==> config.mk <==
export PLATFORM = sky130hd
export DESIGN_NAME = transform_seq
export DESIGN_NICKNAME = d
export VERILOG_FILES = /design/src/rtl/transform_pkg.sv /design/src/rtl/transform_seq.sv
export SDC_FILE = /design/constraint.sdc
export NUM_CORES = 1
export LEC_CHECK = 0
export CAP_MARGIN = 20
export CORE_AREA = 8 8 45 47
export DETAILED_ROUTE_END_ITERATION = 7
export DIE_AREA = 0 0 53 55
export GPL_ROUTABILITY_DRIVEN = 1
export PLACE_DENSITY = 0.71
export SYNTH_ARGS = -nofsm -noshare
export SYNTH_HDL_FRONTEND = slang
export SYNTH_SLANG_ARGS = --single-unit
==> constraint.sdc <==
create_clock -name clk -period 4.85 [get_ports clk]
set_input_delay 0.97 -clock clk [delete_from_list [all_inputs] [get_ports clk]]
set_output_delay 0.97 -clock clk [all_outputs]
set_load 0.02 [all_outputs]
==> src/rtl/transform_pkg.sv <==
// Shared transform package: sequencer state encodings, block-type codes,
// butterfly-latency limits and residual_state codes used by the transform
// datapath blocks.
package transform_pkg;

    // Sequencer states; the encoding must fit a 3-bit state register.
    typedef enum logic [2:0] {
        ST_IDLE   = 3'd0,
        ST_ALL0   = 3'd1,
        ST_IQ     = 3'd2,
        ST_DHT_R  = 3'd3,
        ST_DHT_C  = 3'd4,
        ST_IDCT_R = 3'd5,
        ST_IDCT_C = 3'd6,
        ST_DONE   = 3'd7
    } tseq_state_t;

    // Block type codes presented on blk_type.
    localparam logic [1:0] BLK_LUMA_4X4  = 2'd0;
    localparam logic [1:0] BLK_I16_DC    = 2'd1;
    localparam logic [1:0] BLK_CHROMA_DC = 2'd2;
    localparam logic [1:0] BLK_RESERVED  = 2'd3;

    // Legal range for the per-stage butterfly latency (stage counter is 2 bits).
    localparam int BF_LAT_MIN = 1;
    localparam int BF_LAT_MAX = 4;

    // Residual decode progress codes shared with the residual block.
    typedef enum logic [1:0] {
        RES_IDLE    = 2'd0,
        RES_DC      = 2'd1,
        RES_AC      = 2'd2,
        RES_DONE    = 2'd3
    } residual_state_t;

    // DC blocks (Intra16x16 luma DC and chroma DC) start with a Hadamard pass.
    function automatic logic is_dc_type(input logic [1:0] bt);
        return (bt == BLK_I16_DC) || (bt == BLK_CHROMA_DC);
    endfunction

    // First stage entered after a block is accepted. Reserved type behaves as
    // a 4x4 residual. The skip flag is only meaningful for non-DC blocks.
    function automatic tseq_state_t first_stage(input logic [1:0] bt,
                                                input logic       skip);
        tseq_state_t st;
        if (is_dc_type(bt)) begin
            st = ST_DHT_R;
        end else if (skip) begin
            st = ST_ALL0;
        end else begin
            st = ST_IQ;
        end
        return st;
    endfunction

endpackage

==> src/rtl/transform_seq.sv <==
// Transform sequencer: steps one block through inverse quantisation,
// Hadamard (DHT) and IDCT passes, issuing one-cycle write strobes to the
// transform register file in the last cycle of each stage.
// Optional feature macro: TRANSFORM_SEQ_ALL0_SKIP_EN -- when defined, 4x4
// blocks flagged with no AC coefficients take the short ALL0 -> DONE path.
module transform_seq
    import transform_pkg::*;
#(
    parameter int BF_LAT = 1
) (
    input  logic       clk,
    input  logic       rst_n,
    input  logic       ena,
    input  logic       clr,
    input  logic       start,
    input  logic [1:0] blk_type,
    input  logic       ac_all_0,
    output logic       busy,
    output logic       done,
    output logic       col_mode,
    output logic       ac_all_0_wr,
    output logic       iq_wr,
    output logic       dht_wr,
    output logic       idct_wr
);

    // Out-of-range latencies are clamped so the 2-bit counter stays consistent.
    localparam int BF_LAT_C = (BF_LAT < BF_LAT_MIN) ? BF_LAT_MIN :
                              (BF_LAT > BF_LAT_MAX) ? BF_LAT_MAX : BF_LAT;
    localparam logic [1:0] LAST_CNT = 2'(BF_LAT_C - 1);

    tseq_state_t r_state;
    tseq_state_t w_state_next;
    logic [1:0]  r_cnt;
    logic [1:0]  w_cnt_next;
    logic [1:0]  r_blk_type;
    logic        w_accept;
    logic        w_skip_req;
    logic        w_bf_last;
    logic        w_act;

    // A stall freezes everything; clr only acts on an enabled cycle.
    assign w_act     = ena && !clr;
    assign w_accept  = ena && !clr && start && (r_state == ST_IDLE);
    assign w_bf_last = (r_cnt == LAST_CNT);

`ifdef TRANSFORM_SEQ_ALL0_SKIP_EN
    logic r_ac_all_0;

    assign w_skip_req = ac_all_0;

    // Capture the zero-AC flag alongside the block type at acceptance.
    always_ff @(posedge clk or negedge rst_n) begin
        if (!rst_n) begin
            r_ac_all_0 <= 1'b0;
        end else if (w_accept) begin
            r_ac_all_0 <= ac_all_0;
        end
    end
`else
    logic w_unused_ac;

    // Shortcut disabled: the zero-AC flag never influences sequencing.
    assign w_skip_req  = 1'b0;
    assign w_unused_ac = ac_all_0;
`endif

    // State, stage counter and latched block type.
    always_ff @(posedge clk or negedge rst_n) begin
        if (!rst_n) begin
            r_state    <= ST_IDLE;
            r_cnt      <= 2'd0;
            r_blk_type <= 2'd0;
        end else begin
            r_state <= w_state_next;
            r_cnt   <= w_cnt_next;
            if (w_accept) begin
                r_blk_type <= blk_type;
            end
        end
    end

    // Next-state and counter: butterfly stages hold for BF_LAT cycles, the
    // counter restarts at 0 whenever a new stage is entered.
    always_comb begin
        w_state_next = r_state;
        w_cnt_next   = r_cnt;
        if (!ena) begin
            w_state_next = r_state;
            w_cnt_next   = r_cnt;
        end else if (clr) begin
            w_state_next = ST_IDLE;
            w_cnt_next   = 2'd0;
        end else begin
            case (r_state)
                ST_IDLE: begin
                    w_cnt_next = 2'd0;
                    if (start) begin
                        w_state_next = first_stage(blk_type,
                                                   w_skip_req && !is_dc_type(blk_type));
                    end
                end
                ST_ALL0: begin
                    w_state_next = ST_DONE;
                    w_cnt_next   = 2'd0;
                end
                ST_IQ: begin
                    // DC blocks finish with IQ; 4x4 blocks go on to the IDCT.
                    w_state_next = is_dc_type(r_blk_type) ? ST_DONE : ST_IDCT_R;
                    w_cnt_next   = 2'd0;
                end
                ST_DHT_R: begin
                    if (w_bf_last) begin
                        // Chroma DC is a 2x2 transform: no column pass.
                        w_state_next = (r_blk_type == BLK_I16_DC) ? ST_DHT_C : ST_IQ;
                        w_cnt_next   = 2'd0;
                    end else begin
                        w_cnt_next = r_cnt + 2'd1;
                    end
                end
                ST_DHT_C: begin
                    if (w_bf_last) begin
                        w_state_next = ST_IQ;
                        w_cnt_next   = 2'd0;
                    end else begin
                        w_cnt_next = r_cnt + 2'd1;
                    end
                end
                ST_IDCT_R: begin
                    if (w_bf_last) begin
                        w_state_next = ST_IDCT_C;
                        w_cnt_next   = 2'd0;
                    end else begin
                        w_cnt_next = r_cnt + 2'd1;
                    end
                end
                ST_IDCT_C: begin
                    if (w_bf_last) begin
                        w_state_next = ST_DONE;
                        w_cnt_next   = 2'd0;
                    end else begin
                        w_cnt_next = r_cnt + 2'd1;
                    end
                end
                ST_DONE: begin
                    // A start seen here is deliberately dropped.
                    w_state_next = ST_IDLE;
                    w_cnt_next   = 2'd0;
                end
                default: begin
                    w_state_next = ST_IDLE;
                    w_cnt_next   = 2'd0;
                end
            endcase
        end
    end

    // Moore output decode; strobes fire only in the final cycle of a stage,
    // and are suppressed on stalled or aborted cycles.
    always_comb begin
        busy     = (r_state != ST_IDLE);
        col_mode = (r_state == ST_DHT_C) || (r_state == ST_IDCT_C);
        done     = w_act && (r_state == ST_DONE);
        iq_wr    = w_act && (r_state == ST_IQ);
        dht_wr   = w_act && w_bf_last &&
                   ((r_state == ST_DHT_R) || (r_state == ST_DHT_C));
        idct_wr  = w_act && w_bf_last &&
                   ((r_state == ST_IDCT_R) || (r_state == ST_IDCT_C));
`ifdef TRANSFORM_SEQ_ALL0_SKIP_EN
        ac_all_0_wr = w_act && r_ac_all_0 && (r_state == ST_ALL0);
`else
        ac_all_0_wr = 1'b0;
`endif
    end

endmodule

Word-level counts from Yosys, hierarchy flattened
Cells that the tools add are included.

Equality and inequality tests: 16. Reductions and logical operators: 20. Add/sub/neg operators: 1. Mux-type cells: 13.

Operator list (number): 3-bit case mux with 8 select lines (1); 3-bit 2-to-1 mux (7); 3-bit inequality test (second input constant) (5); 3-bit == test (second input constant) (4); 1-bit logical AND (8); 4-bit OR reduction (2); 3-bit by 2-bit == test with 1-bit output (second input constant) (2); 2-bit 2-to-1 mux (3); 6-bit AND reduction (1); 1-bit logical OR (5); 2-bit by 1-bit == test with 1-bit output (second input constant) (2); 2-bit == test (second input constant) (2); 2-bit case mux with 2 select lines (1); 3-bit by 1-bit == test with 1-bit output (second input constant) (1); 3-bit logical NOT (1); 3-bit nonzero test (1); 2-bit by 1-bit adder with 2-bit output (second input constant) (1); 2-bit logical NOT (1); 1-bit logical NOT (1); 1-bit 2-to-1 mux (1).

Word-level logic and storage cells: 53. Output and inout port bits: 7. Bits in registers: 7.

Longest topological paths before layout
Gate-level depths: netlist (run 1).

Depth after elaboration: 6. Depth in mapped cells: 5. Depth with buffers taken out: 5.

Least setup slack after synthesis (run 1)
OpenSTA, ideal clock, no wires.

Path kind: input port to output port. From: input port clr. To: output port idct_wr. Stages: 3. Data required time: 3.880 ns. Slack: 2.295 ns. Arrival: 1.585 ns. Path through: and2b_1 nand2_1 nor2_1.

Longest elaborated chain between the ends: 4.

Ends and longest elaborated chain: start: declaration (line transform_seq.sv:14) `input logic clr,`; 1-bit logical NOT (line transform_seq.sv:43) `assign w_act = ena && !clr;`; 1-bit logical AND (line transform_seq.sv:43); 1-bit logical AND (2 in series) (line transform_seq.sv:167) `idct_wr = w_act && w_bf_last &&`; end: declaration (line transform_seq.sv:24) `output logic idct_wr`.

Every way passes these cells.

Worst setup path after layout (run 1)
From: input port ena. To: output port idct_wr.

Longest elaborated chain between the ends: 3.

Ends and longest elaborated chain: start: declaration (line transform_seq.sv:13) `input logic ena,`; 1-bit logical AND (line transform_seq.sv:43); 1-bit logical AND (2 in series) (line transform_seq.sv:167).

Every way passes these cells.

==> results.sh, run 1 <==
export IMPL_crit_family="buffers and inverters"
export IMPL_seqCellArea_sq_um=175
export IMPL_cp_depth=5
export IMPL_fin_crit_sh_pct=73.7
export IMPL_placed_cells=90
export IMPL_hold_buffers=0
export IMPL_design_power_total_mw=0.312
export IMPL_area_delta_synth_final_pct=25.4
export IMPL_cts_buffers=3
export IMPL_ys_seq_area_share_pct=30.9
export IMPL_final_cells=94
export IMPL_r2r_slack_ps=3170
export IMPL_cts_tree="built"
export IMPL_cp_slowest_cell="clkdlybuf4s50_1"
export IMPL_clock_latency_ps=250
export IMPL_syn_area_per_cell_sq_um=8.59
export IMPL_htree_levels=1
export IMPL_path_common_cell="clkdlybuf4s50_1"
export IMPL_start_kind="input pin"
export IMPL_grt_pass1_wl_microns=1880
export IMPL_core_area_sq_um=1380
export IMPL_drc=0
export IMPL_holdCritPathClass="flip-flop to flip-flop"
export IMPL_dp_hpwl_microns=949
export IMPL_maxCapViolCount=0
export IMPL_tns_ps=0
export IMPL_syn_inst=66
export IMPL_start_util_pct=41.0
export IMPL_clock_fmax_ghz=0.280
export IMPL_fin_crit_ps=3570
export IMPL_ys_ff_latch=7
export IMPL_cp_cell_sequence="clkdlybuf4s50_1, and2b_1, nand2_1, nor2_1, clkdlybuf4s50_1"
export IMPL_wl_per_cell_microns=12.5
export IMPL_fin_nets=90
export IMPL_cts_resized=0
export IMPL_cp_max_fo=7
export IMPL_die_area_sq_um=2920
export IMPL_grt_setup_unrepaired="no"
export IMPL_gp_congestion=0.858
export IMPL_clock_skew_ps=5.72
export IMPL_antenna_found_initial=0
export IMPL_dr_total_vias=483
export IMPL_p_leak_nw=0.343
export IMPL_finalHoldViolations=0
export IMPL_multi_input_area_sq_um=343
export IMPL_pin_count=15
export IMPL_grtUsageTotal_pct=8.62
export IMPL_synth_cell_types=29
export IMPL_drtIter0Drc=4
export IMPL_clkTransAtPathRegs_ps=50
export IMPL_whs_path_depth=1
export IMPL_crit_path_end_kind="primary output"
export IMPL_power_density_nw_per_um2=438
export IMPL_postCtsSetupRepairBufs=0
export IMPL_clockBufferDepth=2
export IMPL_diodes=0
export IMPL_worstPathArrival_ps=2600
export IMPL_grt_pass1_vias=444
export IMPL_setup_worst_path_class="input pin to primary output"
export IMPL_whs_ps=492
export IMPL_slew_violations=0
export IMPL_fillers=139
export IMPL_setup_violations=0
export IMPL_netlist_area_sq_um=567
export IMPL_ant_nets=0
export IMPL_via_per_inst=5.14
export IMPL_critPathMaxStageDelay_ps=610
export IMPL_synth_warnings=0
export IMPL_final_layout_size_suffix_gt1_share_pct=8.97
export IMPL_worst_r2r_path_depth=4
export IMPL_cp_required_ps=3880
export IMPL_chipWidth_microns=53
export IMPL_die_h_microns=55
export IMPL_final_util_pct=51.4
export IMPL_synth_nets=77
export IMPL_drt_pass1_iterations=4
export IMPL_cp_num_buf_inv=2
export IMPL_ir_drop_uv=231
export IMPL_cts_num_sinks=7
export IMPL_outcome="finished, final reports clean"
export IMPL_cts_root_buf="clkbuf_4"
export IMPL_core_rowCount=14
export IMPL_grt_overflow=0
export IMPL_portBuffers=12
export IMPL_wirelength_microns=1180
export IMPL_grt_start_max_net_pins=14
==> where the power goes <==
group / internal [mW] / total, mW / leakage, nW / switching, mW
Clock: 0.0314 / 0.0526 / 0.0150 / 0.0212
Sequential: 0.0761 / 0.112 / 0.0905 / 0.0356
Combinational: 0.0781 / 0.147 / 0.238 / 0.0691
Total: 0.186 / 0.312 / 0.343 / 0.126
==> Yosys cell counts (all sizes together) <==
cell type  instances  area [sq um]
a21oi              3          15.0
dfrtp              7           175
a21boi             1          7.51
o21ba              1          10.0
ha                 3          37.5
o32ai              2          25.0
or4                1          11.3
nand2b             1          6.26
o21bai             1          7.51
and3b              1          8.76
or2                1          6.26
xor2               4          35.0
mux2               2          22.5
buf                4          22.5
o211a              1          10.0
and3               2          12.5
and4               1          8.76
nand2              6          22.5
and4bb             1          12.5
and2b              1          7.51
conb               1          3.75
a31oi              1          6.26
or3                1          6.26
nor2               7          26.3
o22ai              4          25.0
o2111ai            1          8.76
inv                7          26.3
==> layout by cell type, fill, tap and decap left out, drive strengths merged, types with 2 or more instances in the layout <==
master / count
ha: 3
clkdlybuf4s50: 12
dfrtp: 7
mux2: 2
o32ai: 2
clkbuf: 4
and3: 2
inv: 7
a21oi: 3
nand2: 6
nor2: 7
xor2: 4
o22ai: 4
==> kinds of logic (layout without fill, tap and decap cells) <==
logic type	after synthesis	count (layout)	share of synthesized area, %
and+or+nand+nor	23	23	22.7
adders and majority gates	3	3	6.62
muxes	2	2	3.97
other	1	1	0.662
xor gates and xnor gates	4	4	6.18
DFF	7	7	30.9
AOI/OAI and AO/OA	15	15	20.3
buffers and inverters	11	23	8.61
==> sequential cells by signal (all words and copies together) (netlist names) <==
signal / count
r_cnt: 2
r_state: 3
r_blk_type: 2
==> final cells by class <==
cell class,count,share of cell area (%)
inverters,7,3.70
repair buffers,12,16.9
flip-flops and latches,7,24.6
well taps,16,2.82
multi-input cells,48,48.2
clock buffers,4,3.70
==> per-stage QoR <==
stage               worst slack (ps)  instance area, sq um
floorplan                       2290                   567
global placement                1290                   684
detailed placement              1280                   684
CTS                             1280                   711
global route                    1190                   711
finish                          1280                   711
==> routing by layer <==
| metal | global-route usage (%) | vias to the layer above | part of all wire [%] |
|---|---|---|---|
| li1 | - | 254 | - |
| met1 | 9.86 | 217 | 43 |
| met2 | 13.9 | 12 | 49 |
| met3 | 4.28 | 0 | 8.8 |
| met4 | 2.59 | 0 | 0 |
| met5 | 0 | - | 0 |
==> worst paths after layout <==
path | start | to
max | ena | idct_wr
max in group asynchronous | rst_n | r_cnt[1]
min in group asynchronous | rst_n | r_blk_type[0]
min reg2reg | r_blk_type[0] | r_blk_type[0]
max reg2reg | r_blk_type[0] | r_state[1]
min | r_blk_type[0] | r_blk_type[0]
Power figures use the tool's default switching activity.
==> run 2: changes to the inputs <==
--- a/config.mk
+++ b/config.mk
@@ -6,11 +6,11 @@
 export NUM_CORES = 1
 export LEC_CHECK = 0
 export CAP_MARGIN = 20
-export CORE_AREA = 8 8 45 47
+export CORE_MARGIN = 8
+export CORE_UTILIZATION = 41
 export DETAILED_ROUTE_END_ITERATION = 7
-export DIE_AREA = 0 0 53 55
 export GPL_ROUTABILITY_DRIVEN = 1
-export PLACE_DENSITY = 0.71
+export PLACE_DENSITY = 0.72
 export SYNTH_ARGS = -nofsm -noshare
 export SYNTH_HDL_FRONTEND = slang
 export SYNTH_SLANG_ARGS = --single-unit
==> constraint.sdc (replaced) <==
create_clock -name clk -period 2.92 [get_ports clk]
set_input_delay 0.584 -clock clk [delete_from_list [all_inputs] [get_ports clk]]
set_output_delay 0.584 -clock clk [all_outputs]
set_load 0.02 [all_outputs]
==> run 2 against run 1 <==
Sequential power rose by 54%. Critical path depth did not move. Global-route usage rose by 1.4 points. Clock-buffer cell count did not move. Utilization rose by 4.9 points. Final cell count rose by 2.1%. Via count rose by 2.7%. Critical path type unchanged. Largest power group unchanged. Highest routed layer unchanged.
==> results.sh, run 2 (synthesized netlist as in run 1, its figures left out) <==
export IMPL_die_area_sq_um=2830
export IMPL_regMostFlops="r_state"
export IMPL_holdCritPathClass="flip-flop to flip-flop"
export IMPL_clock_power_share_pct=16.2
export IMPL_power_density_nw_per_um2=732
export IMPL_final_util_pct=56.3
export IMPL_clock_latency_ps=250
export IMPL_worstPathArrival_ps=2090
export IMPL_grt_pass1_vias=499
export IMPL_multi_input_area_sq_um=343
export IMPL_fin_crit_ps=2670
export IMPL_whs_path_depth=1
export IMPL_grt_start_max_net_pins=14
export IMPL_pin_count=15
export IMPL_drt_pass1_iterations=3
export IMPL_clockBufferDepth=2
export IMPL_portBuffers=12
export IMPL_grt_overflow=0
export IMPL_dr_total_vias=496
export IMPL_fillers=131
export IMPL_grt_use_met2_pct=16.4
export IMPL_seqCellArea_sq_um=175
export IMPL_via_per_inst=5.17
export IMPL_p_comb_share_pct=51.6
export IMPL_wl_per_cell_microns=13.7
export IMPL_drc=0
export IMPL_core_rowCount=13
export IMPL_postCtsSetupRepairBufs=0
export IMPL_worstReg2RegStart="r_blk_type[0]"
export IMPL_cp_max_fo=6
export IMPL_wirelength_microns=1320
export IMPL_place_ws_ps=232
export IMPL_cp_cell_sequence="clkdlybuf4s50_1, and2b_1, nand2_1, nor2_1, clkdlybuf4s50_1"
export IMPL_tns_ps=0
export IMPL_slew_violations=0
export IMPL_final_layout_size_suffix_gt1_share_pct=12.3
export IMPL_fin_crit_sh_pct=91.5
export IMPL_p_int_mw=0.319
export IMPL_chipWidth_microns=53.2
export IMPL_p_switching_mw=0.217
export IMPL_cts_resized=0
export IMPL_cts_num_sinks=7
export IMPL_outcome="finished, final reports clean"
export IMPL_finalHoldViolations=0
export IMPL_path_common_cell="clkdlybuf4s50_1"
export IMPL_met1_usage_pct=11.7
export IMPL_cp_num_buf_inv=2
export IMPL_seqPwrFrac_pct=32.2
export IMPL_clkTransAtPathRegs_ps=50
export IMPL_cp_slowest_cell="clkdlybuf4s50_1"
export IMPL_fin_nets=93
export IMPL_hold_path_startpoint="r_blk_type[1]"
export IMPL_p_leak_nw=0.358
export IMPL_antenna_found_initial=0
export IMPL_cts_root_buf="clkbuf_4"
export IMPL_largest_registers="r_state (3), r_blk_type (2), r_cnt (2)"
export IMPL_start_kind="input pin"
export IMPL_setup_slack_ps=247
export IMPL_clock_fmax_ghz=0.374
export IMPL_worst_r2r_path_depth=4
export IMPL_ir_drop_uv=327
export IMPL_clock_skew_ps=6.09
export IMPL_maxCapViolCount=0
export IMPL_grt_setup_unrepaired="no"
export IMPL_core_area_sq_um=1300
export IMPL_grtUsageTotal_pct=10.1
export IMPL_crit_path_end_kind="primary output"
export IMPL_regToRegEndpoint="r_state[1]"
export IMPL_area_delta_synth_final_pct=29.1
export IMPL_use_met3_pct=2.80
export IMPL_layout_commonest_cell="clkdlybuf4s50_1"
export IMPL_drtIter0Drc=7
export IMPL_cts_tree="built"
export IMPL_crit_family="buffers and inverters"
export IMPL_cts_buffers=3
export IMPL_ant_nets=0
export IMPL_critPathMaxStageDelay_ps=610
export IMPL_diodes=0
export IMPL_mostFrequentLayoutCells="12 x clkdlybuf4s50_1, 7 x inv_1, 7 x nor2_1, 7 x dfrtp_1, 6 x nand2_1"
export IMPL_cp_required_ps=2340
export IMPL_start_util_pct=43.6
export IMPL_dp_hpwl_microns=1030
export IMPL_switching_share_pct=40.6
export IMPL_setup_worst_path_class="input pin to primary output"
export IMPL_gp_congestion=0.815
export IMPL_hold_buffers=0
export IMPL_busiest_layer="met2"
export IMPL_r2r_slack_ps=1240
export IMPL_grt_pass1_wl_microns=2150
export IMPL_largest_reg_flops=3
export IMPL_htree_levels=1
export IMPL_die_h_microns=53.2
export IMPL_hold_end="r_blk_type[1]"
export IMPL_setup_violations=0
==> run 2: how the worst max path moves through the flow <==
stage	startpoint	endpoint	slack (ps)	cells after the start
detailed placement	clr	idct_wr	230	5
finish	clr	idct_wr	250	5
global route	clr	idct_wr	190	5
global placement	clr	idct_wr	240	5
floorplan	clr	idct_wr	1140	3
CTS	clr	idct_wr	230	5
==> run 2: metrics by stage <==
stage	total power, mW	area [sq um]	instances	hold WS (ps)
after global placement	0.441	706	92	472
after global routing	0.578	732	96	527
after floorplan	0.362	567	66	288
after detailed placement	0.450	706	92	491
final	0.536	732	96	494
after CTS	0.539	732	96	502
==> run 2: power groups by stage <==
stage                     clock (mW)  combinational (mW)  sequential, mW
after global placement             0               0.269           0.172
after floorplan                    0               0.219           0.143
after global routing          0.0963               0.305           0.177
after detailed placement           0               0.276           0.174
final                         0.0870               0.276           0.173
after CTS                     0.0891               0.277           0.172
==> run 2: cell type report <==
class,count,share of cell area [%]
Sequential cell,7,23.9
Clock buffer,4,3.59
Tap cell,15,2.56
Timing Repair Buffer,15,19.5
Multi-Input combinational cell,48,46.8
Inverter,7,3.59
==> run 2: routing by layer <==
metal | up-vias | share of wire (%)
li1 | 259 | -
met1 | 234 | 47
met2 | 3 | 52
met3 | 0 | 1.1
met4 | 0 | 0
met5 | - | 0
